===== config.mk =====
export PLATFORM = sky130hd
export DESIGN_NAME = vga_timing_gen_flat
export DESIGN_NICKNAME = d
export VERILOG_FILES = /design/src/rtl/vga_timing_gen_if.sv /design/src/rtl/vga_timing_gen.sv /design/src/flat_wrapper.sv
export SDC_FILE = /design/constraint.sdc
export NUM_CORES = 1
export LEC_CHECK = 0
export CORE_ASPECT_RATIO = 0.7
export CORE_MARGIN = 2
export CORE_UTILIZATION = 40
export DETAILED_ROUTE_END_ITERATION = 6
export SYNTH_ARGS = -nofsm -noshare
export SYNTH_HDL_FRONTEND = slang
export SYNTH_SLANG_ARGS = --single-unit

===== constraint.sdc =====
create_clock -name clk -period 2.7 [get_ports clk]
set_input_delay 0.27 -clock clk [delete_from_list [all_inputs] [get_ports clk]]
set_output_delay 0.27 -clock clk [all_outputs]
set_load 0.05 [all_outputs]

===== src/rtl/vga_timing_gen_if.sv =====
// Video timing bus between vga_timing_gen (master) and its pixel consumer (slave).
// Optional test-pattern signal tp_rgb is present only with VGA_TG_TESTPAT_EN defined.
interface vga_timing_gen_if #(
    parameter int CW = 12
);
    logic          restart;
    logic          hs;
    logic          vs;
    logic          de;
    logic          req;
    logic [CW-1:0] x;
    logic [CW-1:0] y;
    logic          line_start;
    logic          frame_start;
`ifdef VGA_TG_TESTPAT_EN
    logic [23:0]   tp_rgb;
`endif

    modport master (
        input  restart,
        output hs, vs, de, req, x, y, line_start, frame_start
`ifdef VGA_TG_TESTPAT_EN
        , output tp_rgb
`endif
    );

    modport slave (
        output restart,
        input  hs, vs, de, req, x, y, line_start, frame_start
`ifdef VGA_TG_TESTPAT_EN
        , input tp_rgb
`endif
    );
endinterface


===== src/rtl/vga_timing_gen.sv =====
// VGA timing generator: horizontal/vertical counters with registered sync,
// active-video enable, one-cycle-early fetch request, pixel coordinates and
// line/frame start strobes. Line order is sync, back porch, display, front porch.
// Optional macro VGA_TG_TESTPAT_EN adds an 8-bar colour test pattern on tp_rgb.
module vga_timing_gen #(
    parameter int H_SYNC  = 96,
    parameter int H_BACK  = 48,
    parameter int H_DISP  = 640,
    parameter int H_FRONT = 16,
    parameter int V_SYNC  = 2,
    parameter int V_BACK  = 33,
    parameter int V_DISP  = 480,
    parameter int V_FRONT = 10,
    parameter bit HS_POL  = 1'b0,
    parameter bit VS_POL  = 1'b0,
    parameter int CW      = 12
) (
    input  logic               clk,
    input  logic               rst_n,
    vga_timing_gen_if.master   bus
);

    localparam int H_TOTAL = H_SYNC + H_BACK + H_DISP + H_FRONT;
    localparam int V_TOTAL = V_SYNC + V_BACK + V_DISP + V_FRONT;

    localparam logic [CW-1:0] H_LAST     = CW'(H_TOTAL - 1);
    localparam logic [CW-1:0] V_LAST     = CW'(V_TOTAL - 1);
    localparam logic [CW-1:0] H_SYNC_END = CW'(H_SYNC);
    localparam logic [CW-1:0] V_SYNC_END = CW'(V_SYNC);
    localparam logic [CW-1:0] H_ACT_BEG  = CW'(H_SYNC + H_BACK);
    localparam logic [CW-1:0] H_ACT_END  = CW'(H_SYNC + H_BACK + H_DISP);
    localparam logic [CW-1:0] V_ACT_BEG  = CW'(V_SYNC + V_BACK);
    localparam logic [CW-1:0] V_ACT_END  = CW'(V_SYNC + V_BACK + V_DISP);

    logic [CW-1:0] hcnt_q, hcnt_d;
    logic [CW-1:0] vcnt_q, vcnt_d;
    logic          act_now, act_next;

    logic          hs_q, vs_q, de_q, req_q, ls_q, fs_q;
    logic [CW-1:0] x_q, y_q;

    function automatic logic in_active(input logic [CW-1:0] h, input logic [CW-1:0] v);
        return (h >= H_ACT_BEG) && (h < H_ACT_END) && (v >= V_ACT_BEG) && (v < V_ACT_END);
    endfunction

    // Counter next state; restart overrides the normal wrap.
    always_comb begin
        hcnt_d = hcnt_q + 1'b1;
        vcnt_d = vcnt_q;
        if (hcnt_q == H_LAST) begin
            hcnt_d = '0;
            vcnt_d = (vcnt_q == V_LAST) ? '0 : vcnt_q + 1'b1;
        end
        if (bus.restart) begin
            hcnt_d = '0;
            vcnt_d = '0;
        end
    end

    // Active-region decode for the current and the upcoming counter state.
    always_comb begin
        act_now  = in_active(hcnt_q, vcnt_q);
        act_next = in_active(hcnt_d, vcnt_d);
    end

    // Horizontal and vertical position counters.
    always_ff @(posedge clk or negedge rst_n) begin
        if (!rst_n) begin
            hcnt_q <= '0;
            vcnt_q <= '0;
        end else begin
            hcnt_q <= hcnt_d;
            vcnt_q <= vcnt_d;
        end
    end

    // Registered outputs, one clock behind the counters; req is decoded from
    // the next counter state so it leads de by exactly one clock.
    always_ff @(posedge clk or negedge rst_n) begin
        if (!rst_n) begin
            hs_q  <= ~HS_POL;
            vs_q  <= ~VS_POL;
            de_q  <= 1'b0;
            req_q <= 1'b0;
            ls_q  <= 1'b0;
            fs_q  <= 1'b0;
            x_q   <= '0;
            y_q   <= '0;
        end else begin
            hs_q  <= (hcnt_q < H_SYNC_END) ? HS_POL : ~HS_POL;
            vs_q  <= (vcnt_q < V_SYNC_END) ? VS_POL : ~VS_POL;
            de_q  <= act_now;
            req_q <= act_next;
            ls_q  <= (hcnt_q == '0);
            fs_q  <= (hcnt_q == '0) && (vcnt_q == '0);
            x_q   <= act_now ? hcnt_q - H_ACT_BEG : '0;
            y_q   <= act_now ? vcnt_q - V_ACT_BEG : '0;
        end
    end

    assign bus.hs          = hs_q;
    assign bus.vs          = vs_q;
    assign bus.de          = de_q;
    assign bus.req         = req_q;
    assign bus.x           = x_q;
    assign bus.y           = y_q;
    assign bus.line_start  = ls_q;
    assign bus.frame_start = fs_q;

`ifdef VGA_TG_TESTPAT_EN
    localparam int BAR_W = (H_DISP >= 8) ? H_DISP / 8 : 1;

    logic [CW-1:0] hx;
    int            bar_idx;
    logic [2:0]    bar;
    logic [23:0]   tp_d, tp_q;

    // Bar colour from horizontal position. Bars 0..7 are white, yellow, cyan,
    // green, magenta, red, blue, black: R = ~bar[1], G = ~bar[2], B = ~bar[0].
    // Leftover pixels when H_DISP is not a multiple of 8 stay in the last bar.
    always_comb begin
        hx      = hcnt_q - H_ACT_BEG;
        bar_idx = int'(hx) / BAR_W;
        bar     = (bar_idx > 7) ? 3'd7 : bar_idx[2:0];
        tp_d    = '0;
        if (act_now) begin
            tp_d = {{8{~bar[1]}}, {8{~bar[2]}}, {8{~bar[0]}}};
        end
    end

    // Test-pattern register, aligned with de.
    always_ff @(posedge clk or negedge rst_n) begin
        if (!rst_n) begin
            tp_q <= '0;
        end else begin
            tp_q <= tp_d;
        end
    end

    assign bus.tp_rgb = tp_q;
`endif

endmodule


===== src/flat_wrapper.sv =====
// flat-port wrapper written by rule: the top's interface ports become plain ports
module vga_timing_gen_flat 
#(
    parameter int H_SYNC  = 96,
    parameter int H_BACK  = 48,
    parameter int H_DISP  = 640,
    parameter int H_FRONT = 16,
    parameter int V_SYNC  = 2,
    parameter int V_BACK  = 33,
    parameter int V_DISP  = 480,
    parameter int V_FRONT = 10,
    parameter bit HS_POL  = 1'b0,
    parameter bit VS_POL  = 1'b0,
    parameter int CW      = 12
)
  (clk, rst_n, bus_restart, bus_hs, bus_vs, bus_de, bus_req, bus_x, bus_y, bus_line_start, bus_frame_start);
  vga_timing_gen_if #(.CW(CW)) bus_i ();
  input  logic clk;
  input  logic rst_n;
  input wire logic [$bits(bus_i.restart)-1:0] bus_restart;
  output wire logic [$bits(bus_i.hs)-1:0] bus_hs;
  output wire logic [$bits(bus_i.vs)-1:0] bus_vs;
  output wire logic [$bits(bus_i.de)-1:0] bus_de;
  output wire logic [$bits(bus_i.req)-1:0] bus_req;
  output wire logic [$bits(bus_i.x)-1:0] bus_x;
  output wire logic [$bits(bus_i.y)-1:0] bus_y;
  output wire logic [$bits(bus_i.line_start)-1:0] bus_line_start;
  output wire logic [$bits(bus_i.frame_start)-1:0] bus_frame_start;
  assign bus_i.restart = bus_restart;
  assign bus_hs = bus_i.hs;
  assign bus_vs = bus_i.vs;
  assign bus_de = bus_i.de;
  assign bus_req = bus_i.req;
  assign bus_x = bus_i.x;
  assign bus_y = bus_i.y;
  assign bus_line_start = bus_i.line_start;
  assign bus_frame_start = bus_i.frame_start;
  vga_timing_gen #(.H_SYNC(H_SYNC), .H_BACK(H_BACK), .H_DISP(H_DISP), .H_FRONT(H_FRONT), .V_SYNC(V_SYNC), .V_BACK(V_BACK), .V_DISP(V_DISP), .V_FRONT(V_FRONT), .HS_POL(HS_POL), .VS_POL(VS_POL), .CW(CW)) u_core (.clk(clk), .rst_n(rst_n), .bus(bus_i));
endmodule

==> flow_metrics.py <==
metrics = {
    "status": {
        "status": "complete, no violations",
    },
    "floorplan": {
        "start_util_pct": 41.4,
        "die_height_um": 74.1,
        "die_x_um": 104,
        "io_pins": 33,
        "design.die.area_mm2": 0.00773,
        "placement_rows": 25,
        "floorplan.core_area_mm2": 0.00679,
    },
    "synthesis": {
        "synth_commonest_cells": "nor2_1, dfrtp_1, inv_1",
        "ys_ff_latch": 54,
        "asyncSetResetFlopFracSynth_pct": 100,
        "mappedNetlistNets": 309,
        "synth.top_cell.area_share_pct": 46.3,
        "mappedNetlistArea_mm2": 0.00281,
        "post_synth_num_cell_types": 52,
        "syn-instance-count": 298,
        "synth_sequential_area_ratio_pct": 48.2,
        "synth_warnings": 0,
        "synth.top_cells.by_area": "dfrtp_1, nor2_1, xnor2_1",
        "synth_enable_flop_cells": 0,
        "dominantRegCellSynth": "dfrtp_1",
        "average_cell_area_after_synthesis_um2": 9.43,
        "post-synth-top-area-cell": "dfrtp_1",
        "post-synth-top-count-cell": "nor2_1",
    },
    "clock_tree": {
        "cts_max_path_buffers": 2,
        "cts_tree": "done",
        "cts-htree-levels": 2,
        "worstSkewPairLatency_ps": 300,
        "cts_made_buffers": 5,
        "cts_root_buffer": "clkbuf_8",
        "ctsHoldBuffers": 0,
        "path_clk_slew_ps": 90,
        "clock_sinks": 54,
    },
    "worst_setup_path": {
        "path_max_fanout": 4,
        "cp.arrival_ps": 2850,
        "critical_path_cell_list": "ha_2 > nand3_1 > buf_4 > or4_1 > mux2i_1 > a221oi_2 > o311ai_1 > o21a_1 > a211oi_2",
        "worst_ep_required_time_ps": 2920,
        "crit_path_top_delay_cell": "or4_1",
        "setup.worst_path.start": "u_core.hcnt_q[0]",
        "number_of_buffer_and_inverter_instances_along_the_worst_setup_path": 1,
        "setup.worst_path.class": "reg -> reg",
        "worstReg2RegStart": "u_core.hcnt_q[0]",
        "worst_setup_sp_type": "flip-flop",
        "end_kind": "flip-flop",
        "cp_top_family": "compound AO/OA/AOI/OAI gates",
        "critPathMaxStageDelay_ps": 580,
    },
    "cells_and_area": {
        "insertedDiodeCount": 0,
        "finish.net_count": 364,
        "syn2layout_area_growth_pct": 26.5,
        "seqCellArea_mm2": 0.00135,
        "post_route_cells_drive_above_1_share_pct": 18.1,
        "finalNonFillerCells": 448,
        "n_fill_cell": 644,
        "multi_input_comb_area_mm2": 0.00134,
    },
    "power_and_ir_drop": {
        "power_density_mw_per_mm2": 388,
        "cell_internal_pwr_mw": 1.06,
        "netSwitchingPower_mw": 0.325,
        "ir_drop_v": 0.000205,
        "swShare_pct": 23.5,
        "power.share.clock_pct": 34.3,
        "totalPowerFinal_mw": 1.38,
        "leakagePower_nw": 1.62,
        "seq_power_share_pct": 59.6,
        "p_comb_share_pct": 6.2,
    },
    "place": {
        "routabilityCongestion": 0.896,
        "portBuffers": 32,
        "dp.final_hpwl_mm": 5.03,
        "placed_cells_incl_taps": 438,
    },
    "timing": {
        "setup_viol_count_final": 0,
        "finClkSkew_ps": 6.21,
        "timing.final.hold_violations": 0,
        "fmax_mhz": 381,
        "max-slew-margin-rel_pct": 52.7,
        "fin_crit_ps": 2630,
        "worst_pin_slew_ps": 710,
        "fin_hold_ws_ps": 10.1,
        "grt_setup_unrepaired": "false",
        "setup_tns_ps": 0,
        "final.period_utilization_pct": 97.3,
        "report.final.slew_viol_count": 0,
    },
    "route": {
        "drt_iter0_markers": 224,
        "drtPass1Iterations": 4,
        "antenna_left": 0,
        "drc_errors": 0,
        "routedWlPerCell_um": 14.7,
        "route.vias.total": 2219,
        "totalWireLength_mm": 6.59,
        "post_drt_via_cell_ratio": 4.95,
    },
    "flow_run": {
        "cap_viol_max_count": 0,
    },
    "global_route": {
        "grt_first_pass_wirelength_mm": 10.7,
        "first_global_vias": 2016,
        "final_global_route_overflow_total": 0,
        "grt_start_max_net_pins": 33,
        "grt.total_usage_pct": 17.9,
        "initial_antenna_violation_count": 0,
    },
    "hold_path": {
        "worst_hold_path_type": "in -> async",
    },
}
-- what timing repair did --
item                       4_1_cts  5_1_grt
setup endpoints to repair        0        1
gates resized for setup          0       11
buffers inserted                 0        2
-- path summary, 6_finish.rpt --
kind | slack, ps | endpoint | cells after the start
hold / removal | 10 | u_core.hcnt_q[0] | 1
max in group asynchronous | 1990 | u_core.bus.vs | 2
hold reg to reg | 580 | u_core.bus.x[1] | 2
setup / recovery | 70 | u_core.bus.req | 9
min in group clk | 580 | u_core.bus.x[1] | 2
setup reg to reg | 70 | u_core.bus.req | 9
-- power groups by stage --
stage | logic [mW] | clock network [mW] | registers (mW)
global route | 0.0939 | 0.524 | 0.824
finish | 0.0855 | 0.473 | 0.823
global placement | 0.0833 | 0 | 0.839
detailed placement | 0.0822 | 0 | 0.839
CTS | 0.0826 | 0.493 | 0.823
floorplan | 0.0237 | 0 | 0.856
-- flip-flops by register name, indices dropped and copies added, names as in the netlist --
signal,flops
u_core.bus.hs,1
u_core.vcnt_q,12
u_core.hcnt_q,12
u_core.bus.vs,1
u_core.bus.de,1
u_core.bus.line_start,1
u_core.bus.y,12
u_core.bus.frame_start,1
u_core.bus.req,1
u_core.bus.x,12
-- placed cells by master, fill, tap and decap left out, types with 2 or more instances in the layout --
master           count
a21o_1               3
a21oi_1              9
a31oi_1              2
a41oi_1              2
and2_1               2
and3_1               2
buf_4               34
clkbuf_8             6
clkdlybuf4s50_1     31
clkinv_4             2
dfrtp_1             52
dfstp_2              2
ha_1                 6
ha_2                 2
inv_1               18
mux2i_1              3
nand2_1             15
nand2b_1             3
nand3_1              7
nand4_1              7
nor2_1              54
nor3_1              11
nor4_1               5
o21a_1               2
o21ai_0              6
o21ai_1              2
or3_1                2
or3_4                2
or4_1                5
or4_4                2
xnor2_1             17
xor2_1              10
-- metal layers --
metal | track usage [%] | vias to the layer above | routed length, um
met1 | 27.8 | 1010 | 3400
met2 | 24.7 | 88 | 2590
met5 | 0 | - | 0
li1 | - | 1115 | -
met4 | 5.26 | 0 | 68
met3 | 3.86 | 6 | 534
-- final cells by class --
cell class / instances / area share, %
Tap cell: 94 / 3.31
Clock inverter: 2 / 0.492
Sequential cell: 54 / 38.1
Timing Repair Buffer: 66 / 16.0
Clock buffer: 6 / 2.32
Multi-Input combinational cell: 207 / 37.8
Inverter: 19 / 2.00
-- cell families after synthesis --
group	share of synthesized area [%]
adder cells (fa/ha/maj)	3.56
XOR/XNOR	8.41
other	0.133
multiplexers	1.87
AO/OA/AOI/OAI	8.50
flip-flops	48.2
AND/OR/NAND/NOR	23.6
buffers and inverters	5.74
-- per-stage QoR --
stage / instance area [um^2] / setup WS (ps) / util [%]
CTS: 3490 / 44.4 / 51.5
global placement: 3390 / 174 / 50.0
floorplan: 2810 / 161 / -
detailed placement: 3390 / 81.0 / 50.0
finish: 3560 / 71.9 / 52.4
global route: 3560 / 8.15 / 52.4
No activity file was read; power rests on OpenSTA's default activity.
